### src/rtl/rom_fetch_buffer.sv
// rom_fetch_buffer: converts level-style mapper ROM read strobes into a
// req/ack fetch from SDRAM and keeps the last fetched 16-bit word so that
// repeated reads of the same word complete without a memory cycle.
// Optional feature: define ROM_FETCH_PREFETCH_EN to add a second entry (B)
// that is filled by a sequential prefetch after every demand fill.
module rom_fetch_buffer #(
    parameter int unsigned ADDR_W   = 24,
    parameter logic [15:0] RST_DATA = 16'hFFFF
) (
    input  logic              MCLK,
    input  logic              RESET,
    input  logic [ADDR_W-1:0] ROM_ADDR,
    input  logic [ADDR_W-1:0] ROM_MASK,
    input  logic              ROM_CE_N,
    input  logic              ROM_OE_N,
    input  logic              ROM_WORD,
    output logic [15:0]       ROM_Q,
    output logic              MEM_REQ,
    output logic [ADDR_W-2:0] MEM_ADDR,
    input  logic              MEM_ACK,
    input  logic [15:0]       MEM_DOUT,
    output logic              BUSY
);

    localparam int unsigned TAG_W = ADDR_W - 1;

    typedef enum logic {
        S_IDLE = 1'b0,
        S_WAIT = 1'b1
    } state_t;

    state_t             state_q, state_d;
    logic               req_q, req_d;
    logic [TAG_W-1:0]   addr_q, addr_d;

    // Demand entry
    logic               valid_a_q, valid_a_d;
    logic [TAG_W-1:0]   tag_a_q, tag_a_d;
    logic [15:0]        data_a_q, data_a_d;

`ifdef ROM_FETCH_PREFETCH_EN
    // Prefetch entry and prefetch bookkeeping
    logic               valid_b_q, valid_b_d;
    logic [TAG_W-1:0]   tag_b_q, tag_b_d;
    logic [15:0]        data_b_q, data_b_d;
    logic               pf_pend_q, pf_pend_d;
    logic               pf_act_q, pf_act_d;
    logic               hit_b;
    logic [TAG_W-1:0]   pf_tag;
`endif

    logic               rd;
    logic [TAG_W-1:0]   tag;
    logic               hit_a;
    logic               hit;
    logic               miss;
    logic               any_valid;
    logic [15:0]        sel_data;

    // Tag compare, hit detection and the combinational read-data mux
    always_comb begin
        rd    = ~ROM_CE_N & ~ROM_OE_N;
        tag   = TAG_W'((ROM_ADDR & ROM_MASK) >> 1);
        hit_a = valid_a_q && (tag_a_q == tag);
`ifdef ROM_FETCH_PREFETCH_EN
        hit_b     = valid_b_q && (tag_b_q == tag);
        hit       = hit_a | hit_b;
        any_valid = valid_a_q | valid_b_q;
        sel_data  = (hit_b && !hit_a) ? data_b_q : data_a_q;
        // Next sequential word, wrapped through the ROM size mask
        pf_tag    = TAG_W'(({tag_a_q + TAG_W'(1), 1'b0} & ROM_MASK) >> 1);
`else
        hit       = hit_a;
        any_valid = valid_a_q;
        sel_data  = data_a_q;
`endif
        miss = rd & ~hit;
        BUSY = miss;

        if (!any_valid) begin
            ROM_Q = RST_DATA;
        end else if (ROM_WORD) begin
            ROM_Q = sel_data;
        end else if (ROM_ADDR[0]) begin
            ROM_Q = {sel_data[15:8], sel_data[15:8]};
        end else begin
            ROM_Q = {sel_data[7:0], sel_data[7:0]};
        end

        MEM_REQ  = req_q;
        MEM_ADDR = addr_q;
    end

    // Fetch FSM next-state: issue on a demand miss (or pending prefetch), fill on ACK
    always_comb begin
        state_d   = state_q;
        req_d     = req_q;
        addr_d    = addr_q;
        valid_a_d = valid_a_q;
        tag_a_d   = tag_a_q;
        data_a_d  = data_a_q;
`ifdef ROM_FETCH_PREFETCH_EN
        valid_b_d = valid_b_q;
        tag_b_d   = tag_b_q;
        data_b_d  = data_b_q;
        pf_pend_d = pf_pend_q;
        pf_act_d  = pf_act_q;
`endif
        case (state_q)
            S_IDLE: begin
                if (miss) begin
                    addr_d  = tag;
                    req_d   = 1'b1;
                    state_d = S_WAIT;
`ifdef ROM_FETCH_PREFETCH_EN
                    pf_act_d = 1'b0;
                end else if (pf_pend_q) begin
                    // Demand misses win; the prefetch only goes out on an idle cycle
                    addr_d    = pf_tag;
                    req_d     = 1'b1;
                    state_d   = S_WAIT;
                    pf_act_d  = 1'b1;
                    pf_pend_d = 1'b0;
`endif
                end
            end
            S_WAIT: begin
                if (MEM_ACK) begin
                    req_d   = 1'b0;
                    state_d = S_IDLE;
`ifdef ROM_FETCH_PREFETCH_EN
                    if (pf_act_q) begin
                        valid_b_d = 1'b1;
                        tag_b_d   = addr_q;
                        data_b_d  = MEM_DOUT;
                        pf_act_d  = 1'b0;
                    end else begin
                        valid_a_d = 1'b1;
                        tag_a_d   = addr_q;
                        data_a_d  = MEM_DOUT;
                        pf_pend_d = 1'b1;
                    end
`else
                    valid_a_d = 1'b1;
                    tag_a_d   = addr_q;
                    data_a_d  = MEM_DOUT;
`endif
                end
            end
            default: begin
                state_d = S_IDLE;
                req_d   = 1'b0;
            end
        endcase
    end

    // State and buffer registers with synchronous reset
    always_ff @(posedge MCLK) begin
        if (RESET) begin
            state_q   <= S_IDLE;
            req_q     <= 1'b0;
            addr_q    <= '0;
            valid_a_q <= 1'b0;
            tag_a_q   <= '0;
            data_a_q  <= RST_DATA;
`ifdef ROM_FETCH_PREFETCH_EN
            valid_b_q <= 1'b0;
            tag_b_q   <= '0;
            data_b_q  <= RST_DATA;
            pf_pend_q <= 1'b0;
            pf_act_q  <= 1'b0;
`endif
        end else begin
            state_q   <= state_d;
            req_q     <= req_d;
            addr_q    <= addr_d;
            valid_a_q <= valid_a_d;
            tag_a_q   <= tag_a_d;
            data_a_q  <= data_a_d;
`ifdef ROM_FETCH_PREFETCH_EN
            valid_b_q <= valid_b_d;
            tag_b_q   <= tag_b_d;
            data_b_q  <= data_b_d;
            pf_pend_q <= pf_pend_d;
            pf_act_q  <= pf_act_d;
`endif
        end
    end

endmodule

### config.mk
export PLATFORM = sky130hd
export DESIGN_NAME = rom_fetch_buffer
export DESIGN_NICKNAME = d
export VERILOG_FILES = /design/src/rtl/rom_fetch_buffer.sv
export SDC_FILE = /design/constraint.sdc
export NUM_CORES = 1
export LEC_CHECK = 0
export CAP_MARGIN = 25
export CORE_MARGIN = 2
export CORE_UTILIZATION = 44
export CTS_CLUSTER_SIZE = 24
export DETAILED_ROUTE_END_ITERATION = 10
export GPL_TIMING_DRIVEN = 0
export PLACE_DENSITY = 0.82
export SYNTH_ARGS = -nofsm -noshare
export SYNTH_HDL_FRONTEND = slang
export SYNTH_SLANG_ARGS = --single-unit
### constraint.sdc
create_clock -name MCLK -period 2.7 [get_ports MCLK]
set_clock_uncertainty 0.15 [all_clocks]
set_input_delay 0.27 -clock MCLK [delete_from_list [all_inputs] [get_ports MCLK]]
set_output_delay 0.27 -clock MCLK [all_outputs]
set_load 0.02 [all_outputs]
==> flow_summary.toml, run 1 <==
[detailed_routing]
wl_per_cell_um = 15.0
via_per_inst = 5.39
drc = 0
totalWireLength_um = 9140
first_pass_iters = 7
vias = 3294
antenna_left = 0
drtIter0Drc = 175

[critical_path]
crit_path_start_kind = "flop"
arrival_ns = 2.12
r2r_cells = 9
critPathMostFrequentCell = "clkbuf_1"
path_cells = "clkbuf_1 -> clkbuf_1 -> nand3_1 -> clkdlybuf4s50_1"
critical_path_class = "reg2out"
crit_fanout = 10
worstPathRequired_ns = 2.28
ff2ff_setup_slack_ns = 0.46
startpoint = "any_valid"
end_kind = "primary output"
r2r_end = "MEM_ADDR[19]"
crit_slowest_cell = "clkdlybuf4s50_1"
r2r_start = "any_valid"
slowest_delay_ns = 0.57

[timing]
worst_pin_slew_ns = 0.606
rsz0062_at_grt = "false"
min_period_ns = 2.54
slew_violations = 0
setup_viol = 0
setup_tns_ns = 0
fmax_ghz = 0.394
timing.slew.headroom = 0.594
hold_viol_final = 0
fin_crit_sh = 0.939

[min_path]
hold_class = "in2reg"
hold_start = "RESET"
whs_path_depth = 4
whs_endpoint = "state_q"

[die]
die_area_mm2 = 0.00753
io-pin-count = 111
start_util = 0.448
fp.dieH_um = 86.8
fp-row-count = 30
die_w_um = 86.8
coreArea_mm2 = 0.00672

[yosys]
synth_ff_type = "dfxtp_1"
ys_top_cells_by_area = "dfxtp_1 (43%), nand2_1 (17%), a21oi_1 (7.0%)"
async_reset_ff_frac = 0
yosysUniqueCellTypes = 36
synth_seq_cells = 65
yosys_warnings = 0
yosys.area.top_type_share = 0.432
syn_area_per_cell_um2 = 7.40
syn-instance-count = 407
yosysSeqAreaShare = 0.432
syn_area_mm2 = 0.00301
synth_edf_count = 0
syn-num-nets = 477
yosys.area.top_type = "dfxtp_1"

[power]
seqPwrFrac = 0.456
power.total_w = 0.00221
power_switching_w = 0.000543
power_frac_comb = 0.153
swShare = 0.246
p_leak_nw = 1.76
p_int_w = 0.00166
peakVddDrop_mv = 0.384
power_density_mw_per_mm2 = 501
p_clk_frac = 0.391

[cts]
clock_latency_ns = 0.35
cts_resized = 1
htreeDepth = 3
post_cts_buffers = 0
cts-root-buf = "clkbuf_8"
cts_buffers = 9
cts_max_path_buffers = 2
cts.sink_count = 65
clk_pin_slew_ns = 0.07
ctsHoldBuffers = 0
cts_tree = "yes"

[final_layout]
nets = 596
multiInputGateArea_mm2 = 0.00150
n_fill_cell = 587
area_delta_synth_final_pct = 46.3
register_area_mm2 = 0.00130
antenna_cells = 0
drive_gt1_frac = 0.0565

[run]
max-cap-violations = 0

[run_status]
status = "completed"

[global_routing]
grt-ovfl-total = 0
antenna_found_initial = 0
grt_pass1_vias = 3227
grt_first_pass_wirelength_um = 14400
grt_start_max_net_pins = 11
grt_util_all_layers = 0.244

[place]
dp_hpwl_um = 6820
portBuffers = 108
routabilityCongestion = 0.885
==> power groups by stage <==
| stage | Combinational (W) | Clock (W) | Sequential, W |
|---|---|---|---|
| after CTS | 0.000335 | 0.000876 | 0.00101 |
| after global placement | 0.000329 | 0 | 0.00103 |
| after floorplan | 0.000137 | 0 | 0.00104 |
| after global routing | 0.000365 | 0.000917 | 0.00101 |
| after detailed placement | 0.000334 | 0 | 0.00103 |
| final | 0.000339 | 0.000862 | 0.00101 |
==> worst max-delay path by stage <==
stage	slack, ns	endpoint	cells after the start
CTS	0.02	BUSY	7
finish	0.16	ROM_Q[10]	4
global route	0.04	ROM_Q[2]	6
global placement	-0.16	BUSY	7
floorplan	0.74	MEM_ADDR[15]	8
detailed placement	-0.18	BUSY	7
==> per-layer routing <==
| layer | up-vias | share of wire | wire length, um | GRT usage |
|---|---|---|---|---|
| met5 | - | 0 | 0 | 0 |
| met4 | 0 | 0.018 | 165 | 0.105 |
| met3 | 20 | 0.095 | 869 | 0.0752 |
| met2 | 155 | 0.47 | 4290 | 0.404 |
| met1 | 1505 | 0.42 | 3820 | 0.292 |
| li1 | 1614 | - | - | - |
==> per-stage QoR <==
step	utilization	hold slack, ns	std cells	instance area [um2]	worst slack, ns
2_1_floorplan	-	0.244	407	3010	0.738
3_3_place_gp	0.624	0.299	595	4190	-0.165
3_5_place_dp	0.624	0.309	595	4190	-0.177
4_1_cts	0.655	0.0572	611	4400	0.0182
5_1_grt	0.656	0.0815	611	4410	0.0367
6_report	0.656	0.0832	611	4410	0.163
==> sequential cells by signal (all words and copies together) (netlist names) <==
signal / cells
MEM_ADDR: 23
MEM_REQ: 1
any_valid: 1
data_a_q: 16
state_q: 1
tag_a_q: 23
==> cell usage after synthesis (2+ instances only) <==
cell,instances
nand2_1,137
dfxtp_1,65
a21oi_1,42
o22ai_1,29
inv_1,24
nand3_1,18
nand3b_1,18
clkbuf_1,17
and3_1,16
nor2_1,6
nor3_1,3
a21boi_0,2
and3_2,2
buf_12,2
buf_2,2
buf_6,2
o22ai_2,2
xor2_1,2
==> layout make-up <==
cell class	instances	area share
Buffer	23	0.0309
Clock buffer	14	0.0392
Clock inverter	2	0.00795
Inverter	24	0.0204
Multi-Input combinational cell	295	0.339
Sequential cell	65	0.295
Tap cell	80	0.0227
Timing Repair Buffer	108	0.244
==> critical path, delay by kind of cell (launching register included) <==
family                 cells  cell delay, ns
DFF                        1            0.30
and+or+nand+nor            1            0.17
buffers and inverters      3            1.30
==> cells in the final DEF, fill, tap and decap left out, types with 2 or more instances in the layout <==
cell / n
a21boi_0: 2
a21oi_1: 42
and3_1: 16
and3_2: 2
buf_12: 2
buf_2: 2
buf_6: 2
clkbuf_1: 19
clkbuf_8: 12
clkdlybuf4s50_1: 107
dfxtp_1: 65
inv_1: 24
nand2_1: 137
nand3_1: 18
nand3b_1: 18
nor2_1: 6
nor3_1: 3
o22ai_1: 29
o22ai_2: 2
or4_4: 2
xor2_1: 2
==> cells by family after synthesis <==
family          after synthesis  synth area share
compound gates               83             0.165
flops                        65             0.432
xor+xnor                      2           0.00582
buf+inv                      47            0.0752
simple gates                210             0.322
(Power assumes the default switching activity.)
==> inputs of run 2 (changes only) <==
--- a/config.mk
+++ b/config.mk
@@ -7,11 +7,11 @@
 export LEC_CHECK = 0
 export CAP_MARGIN = 25
 export CORE_MARGIN = 2
-export CORE_UTILIZATION = 44
+export CORE_UTILIZATION = 48
 export CTS_CLUSTER_SIZE = 24
 export DETAILED_ROUTE_END_ITERATION = 10
 export GPL_TIMING_DRIVEN = 0
-export PLACE_DENSITY = 0.82
+export PLACE_DENSITY = 0.89
 export SYNTH_ARGS = -nofsm -noshare
 export SYNTH_HDL_FRONTEND = slang
 export SYNTH_SLANG_ARGS = --single-unit
==> constraint.sdc (replaced) <==
create_clock -name MCLK -period 3.1 [get_ports MCLK]
set_clock_uncertainty 0.15 [all_clocks]
set_input_delay 0.31 -clock MCLK [delete_from_list [all_inputs] [get_ports MCLK]]
set_output_delay 0.31 -clock MCLK [all_outputs]
set_load 0.02 [all_outputs]
==> run 2 against run 1 <==
- design area is 1.0% lower
- highest routed layer unchanged
- critical path type is now in2out
- worst hold slack better by 0.030 ns
- clock power is 26% lower
- largest power group unchanged
- register-to-register slack better by 0.37 ns
- largest cell class unchanged
==> flow_summary.toml, run 2 (synthesized netlist as in run 1, its figures left out) <==
[critical_path]
startpoint = "ROM_MASK[21]"
path_cells = "clkdlybuf4s50_1 -> and3_1 -> o22ai_1 -> or4_4 -> nor3_2 -> nor3_1 -> clkdlybuf4s50_1"
worstPathRequired_ns = 2.64
arrival_ns = 2.57
crit_slowest_cell = "or4_4"
r2r_start = "tag_a_q[20]"
crit_fanout = 3
crit_buf_inv = 2
crit_path_start_kind = "input pin"
critPathMostFrequentCell = "clkdlybuf4s50_1"
slowest_delay_ns = 0.56
path_delay_family = "simple AND/OR/NAND/NOR gates"
end_kind = "primary output"
critical_path_class = "in2out"

[die]
die_area_mm2 = 0.00693
coreArea_mm2 = 0.00599
die_w_um = 83.2
start_util = 0.503
io-pin-count = 111
fp.dieH_um = 83.2
fp-row-count = 28

[place]
dp_hpwl_um = 6610
routabilityCongestion = 0.853
portBuffers = 108

[final_layout]
nets = 596
mostFrequentLayoutCells = "nand2_1 (137), clkdlybuf4s50_1 (108), dfxtp_1 (65)"
n_fill_cell = 473
antenna_cells = 0
area_delta_synth_final_pct = 44.8
utilization = 0.728
mostFrequentLayoutCell = "nand2_1"
drive_gt1_frac = 0.0527

[timing]
timing.slew.headroom = 0.607
hold_viol_final = 0
setup_viol = 0
slew_violations = 0
worst_pin_slew_ns = 0.587
min_period_ns = 3.03
setup_tns_ns = 0
rsz0062_at_grt = "false"
fmax_ghz = 0.330
fin_crit_sh = 0.979

[power]
p_leak_nw = 1.73
power.total_w = 0.00181
power_density_mw_per_mm2 = 415
peakVddDrop_mv = 0.267

[detailed_routing]
antenna_left = 0
via_per_inst = 5.44
vias = 3295
first_pass_iters = 5
drtIter0Drc = 223
totalWireLength_um = 8960
drc = 0
wl_per_cell_um = 14.8

[global_routing]
antenna_found_initial = 0
grt_util_all_layers = 0.259
grt-ovfl-total = 0
grt_pass1_vias = 3183
grt_start_max_net_pins = 11
grt_first_pass_wirelength_um = 14600

[cts]
clk_pin_slew_ns = 0.07
htreeDepth = 3
cts.sink_count = 65
cts_resized = 0
cts-root-buf = "clkbuf_8"
cts_buffers = 9
clock_latency_ns = 0.34
ctsHoldBuffers = 0
post_cts_buffers = 0
cts_tree = "yes"
cts_max_path_buffers = 2

[run]
max-cap-violations = 0

[run_status]
status = "completed"

[min_path]
hold_class = "in2reg"
hold_start = "RESET"
==> run 2: path summary, 6_finish.rpt <==
check,endpoint,slack [ns],cells after the start
hold reg to reg,tag_a_q[12],0.31,2
setup / recovery,BUSY,0.07,7
setup reg to reg,MEM_ADDR[19],0.83,8
hold / removal,state_q,0.11,4
==> run 2: layer usage <==
layer	global-route usage	wire, um	up-vias
met5	0	0	-
met4	0.104	146	0
met3	0.0636	881	16
met2	0.428	4240	176
met1	0.322	3690	1487
li1	-	-	1616
==> run 2: through the flow <==
stage	cell area, um2	worst slack [ns]	hold WS, ns	std cells
2_1_floorplan	3010	1.14	0.284	407
3_3_place_gp	4190	0.164	0.299	590
3_5_place_dp	4190	0.114	0.305	590
4_1_cts	4360	0.0988	0.0974	606
5_1_grt	4360	0.0369	0.133	606
6_report	4360	0.0655	0.113	606
==> run 2: final cells by class <==
| cell class | instances | area, um2 | share of cell area |
|---|---|---|---|
| timing repair buffer | 108 | 1080 | 0.248 |
| tap | 75 | 93.8 | 0.0215 |
| multi-input combinational | 295 | 1490 | 0.341 |
| clock inverter | 3 | 15.0 | 0.00344 |
| sequential | 65 | 1300 | 0.298 |
| clock buffer | 13 | 159 | 0.0364 |
| buffer | 23 | 136 | 0.0313 |
| inverter | 24 | 90.1 | 0.0207 |
==> run 2: where the power goes <==
| part | switching (W) | internal, W |
|---|---|---|
| sequential | 0.0000182 | 0.000858 |
| clock | 0.000308 | 0.000330 |
| combinational | 0.000141 | 0.000154 |
==> run 2: tightest hold or removal path: cells and delay by family <==
kind | cells | cell delay [ns]
buffers and inverters | 1 | 0.11
AND/OR/NAND/NOR | 3 | 0.15
==> inputs of run 3 (changes only) <==
--- a/config.mk
+++ b/config.mk
@@ -7,11 +7,12 @@
 export LEC_CHECK = 0
 export CAP_MARGIN = 25
 export CORE_MARGIN = 2
-export CORE_UTILIZATION = 48
+export CORE_UTILIZATION = 51
 export CTS_CLUSTER_SIZE = 24
 export DETAILED_ROUTE_END_ITERATION = 10
+export DONT_BUFFER_PORTS = 1
 export GPL_TIMING_DRIVEN = 0
-export PLACE_DENSITY = 0.89
+export PLACE_DENSITY = 0.69
 export SYNTH_ARGS = -nofsm -noshare
 export SYNTH_HDL_FRONTEND = slang
 export SYNTH_SLANG_ARGS = --single-unit
==> run 3 against run 2 <==
- non-clock buffer count down 49
- critical path depth fell by 1
- utilization down 3.2 points
- final cell count down 8.6%
- count of clock-buffer cells in the layout fell by 3
- worst setup slack better by 0.62 ns
- global-route usage is 1.2 points higher
- sequential cell count unchanged
- via count down 7.6%
- sequential power rose by 2%
- worst hold slack lost 0.040 ns
- largest cell class unchanged
- highest routed layer unchanged
==> flow_summary.toml, run 3 (synthesized netlist as in run 1, its figures left out) <==
[run_status]
status = "completed"

[global_routing]
grt.busiest_layer = "met2"
use_met2 = 0.483
grt_first_pass_wirelength_um = 13400
use_met1 = 0.302
grt_util_all_layers = 0.271
antenna_found_initial = 0
grt_start_max_net_pins = 12
grt-ovfl-total = 0
grtUsageMet3 = 0.0744
grt_pass1_vias = 2933

[power]
power.total_w = 0.00188
peakVddDrop_mv = 0.254
power_density_mw_per_mm2 = 482
p_leak_nw = 1.55

[die]
fp.dieH_um = 80.9
die_area_mm2 = 0.00654
fp-row-count = 27
io-pin-count = 111
die_w_um = 80.9
coreArea_mm2 = 0.00561
start_util = 0.537

[place]
dp.cells = 479
portBuffers = 0
dp_hpwl_um = 5810
routabilityCongestion = 0.781

[cts]
htreeDepth = 3
clk_pin_slew_ns = 0.07
cts-root-buf = "clkbuf_8"
cts_tree = "yes"
cts_resized = 0
cts_max_path_buffers = 2
cts_buffers = 9
post_cts_buffers = 0
clock_latency_ns = 0.34
cts.sink_count = 65

[final_layout]
area_delta_synth_final_pct = 29.6
multiInputGateArea_mm2 = 0.00149
mostFrequentLayoutCells = "nand2_1 (137), dfxtp_1 (65), dlygate4sd3_1 (59)"
n_fill_cell = 482
nets = 547
register_area_mm2 = 0.00130
antenna_cells = 0
drive_gt1_frac = 0.0602
mostFrequentLayoutCell = "nand2_1"
fin_cells = 554

[run]
max-cap-violations = 0

[detailed_routing]
first_pass_iters = 4
vias = 3045
drtIter0Drc = 175
drc = 0
antenna_left = 0
totalWireLength_um = 8640
via_per_inst = 5.50
wl_per_cell_um = 15.6

[timing]
worst_pin_slew_ns = 0.623
fin_crit_sh = 0.778
rsz0062_at_grt = "false"
min_period_ns = 2.41
setup_viol = 0
holdWs_ns = 0.0727
fmax_ghz = 0.415
timing.slew.headroom = 0.582
setup_tns_ns = 0
hold_viol_final = 0
slew_violations = 0

[critical_path]
r2r_end = "MEM_ADDR[10]"
crit_path_start_kind = "flop"
crit_slowest_cell = "clkbuf_1"
r2r_cells = 9
end_kind = "primary output"
arrival_ns = 1.95
ff2ff_setup_slack_ns = 0.86
worstPathRequired_ns = 2.64
critical_path_class = "reg2out"
crit_fanout = 9
r2r_start = "any_valid"
path_cells = "clkbuf_1 -> inv_1 -> a221oi_1 -> nand4_1 -> nor3_2 -> nor3_1"
slowest_delay_ns = 0.36

[min_path]
hold_start = "ROM_MASK[16]"
whs_endpoint = "MEM_ADDR[15]"
whs_path_depth = 2
hold_class = "in2reg"
[run 3: layer usage]
layer | vias to the layer above | part of all wire
li1 | 1523 | -
met1 | 1391 | 0.39
met2 | 117 | 0.50
met3 | 14 | 0.089
met4 | 0 | 0.018
met5 | - | 0
[run 3: area by class of cell]
cell class / instances / share of cell area
plain buffers: 23 / 0.0349
inverters: 24 / 0.0231
clock buffers: 10 / 0.0327
well taps: 72 / 0.0231
multi-input cells: 295 / 0.380
flip-flops and latches: 65 / 0.333
repair buffers: 59 / 0.151
clock inverters: 6 / 0.0212
[run 3: worst max-delay path: cells and delay by family, from the launching register on]
kind	cells	cell delay (ns)
buffers and inverters	2	0.51
AND/OR/NAND/NOR	3	0.51
flip-flops	1	0.31
AO/OA/AOI/OAI	1	0.28
[run 3: how the worst max path moves through the flow]
| stage | start | endpoint | slack [ns] | cells past startpoint |
|---|---|---|---|---|
| 2_1_floorplan | tag_a_q[19] | MEM_ADDR[15] | 1.14 | 8 |
| 3_5_place_dp | any_valid | MEM_ADDR[17] | 0.91 | 9 |
| 6_report | any_valid | BUSY | 0.69 | 6 |
| 5_1_grt | any_valid | BUSY | 0.57 | 6 |
| 4_1_cts | any_valid | BUSY | 0.70 | 6 |
| 3_3_place_gp | tag_a_q[20] | MEM_ADDR[8] | 0.93 | 8 |
[run 3: stage by stage]
step	utilization	setup WS, ns	instance area [um2]
after floorplan	-	1.14	3010
after global placement	0.553	0.931	3100
after detailed placement	0.553	0.909	3100
after CTS	0.696	0.702	3900
after global routing	0.696	0.570	3900
final	0.696	0.689	3900
[run 3: where the power goes]
part	switching [W]	leakage [nW]	internal [W]
clock	0.000331	0.106	0.000449
sequential	0.0000323	0.527	0.000858
combinational	0.000105	0.912	0.000107
[run 3: repair_timing]
action                     4_1_cts  5_1_grt
hold endpoints to repair        38        0
setup endpoints to repair        0        0
hold buffers                    59        0
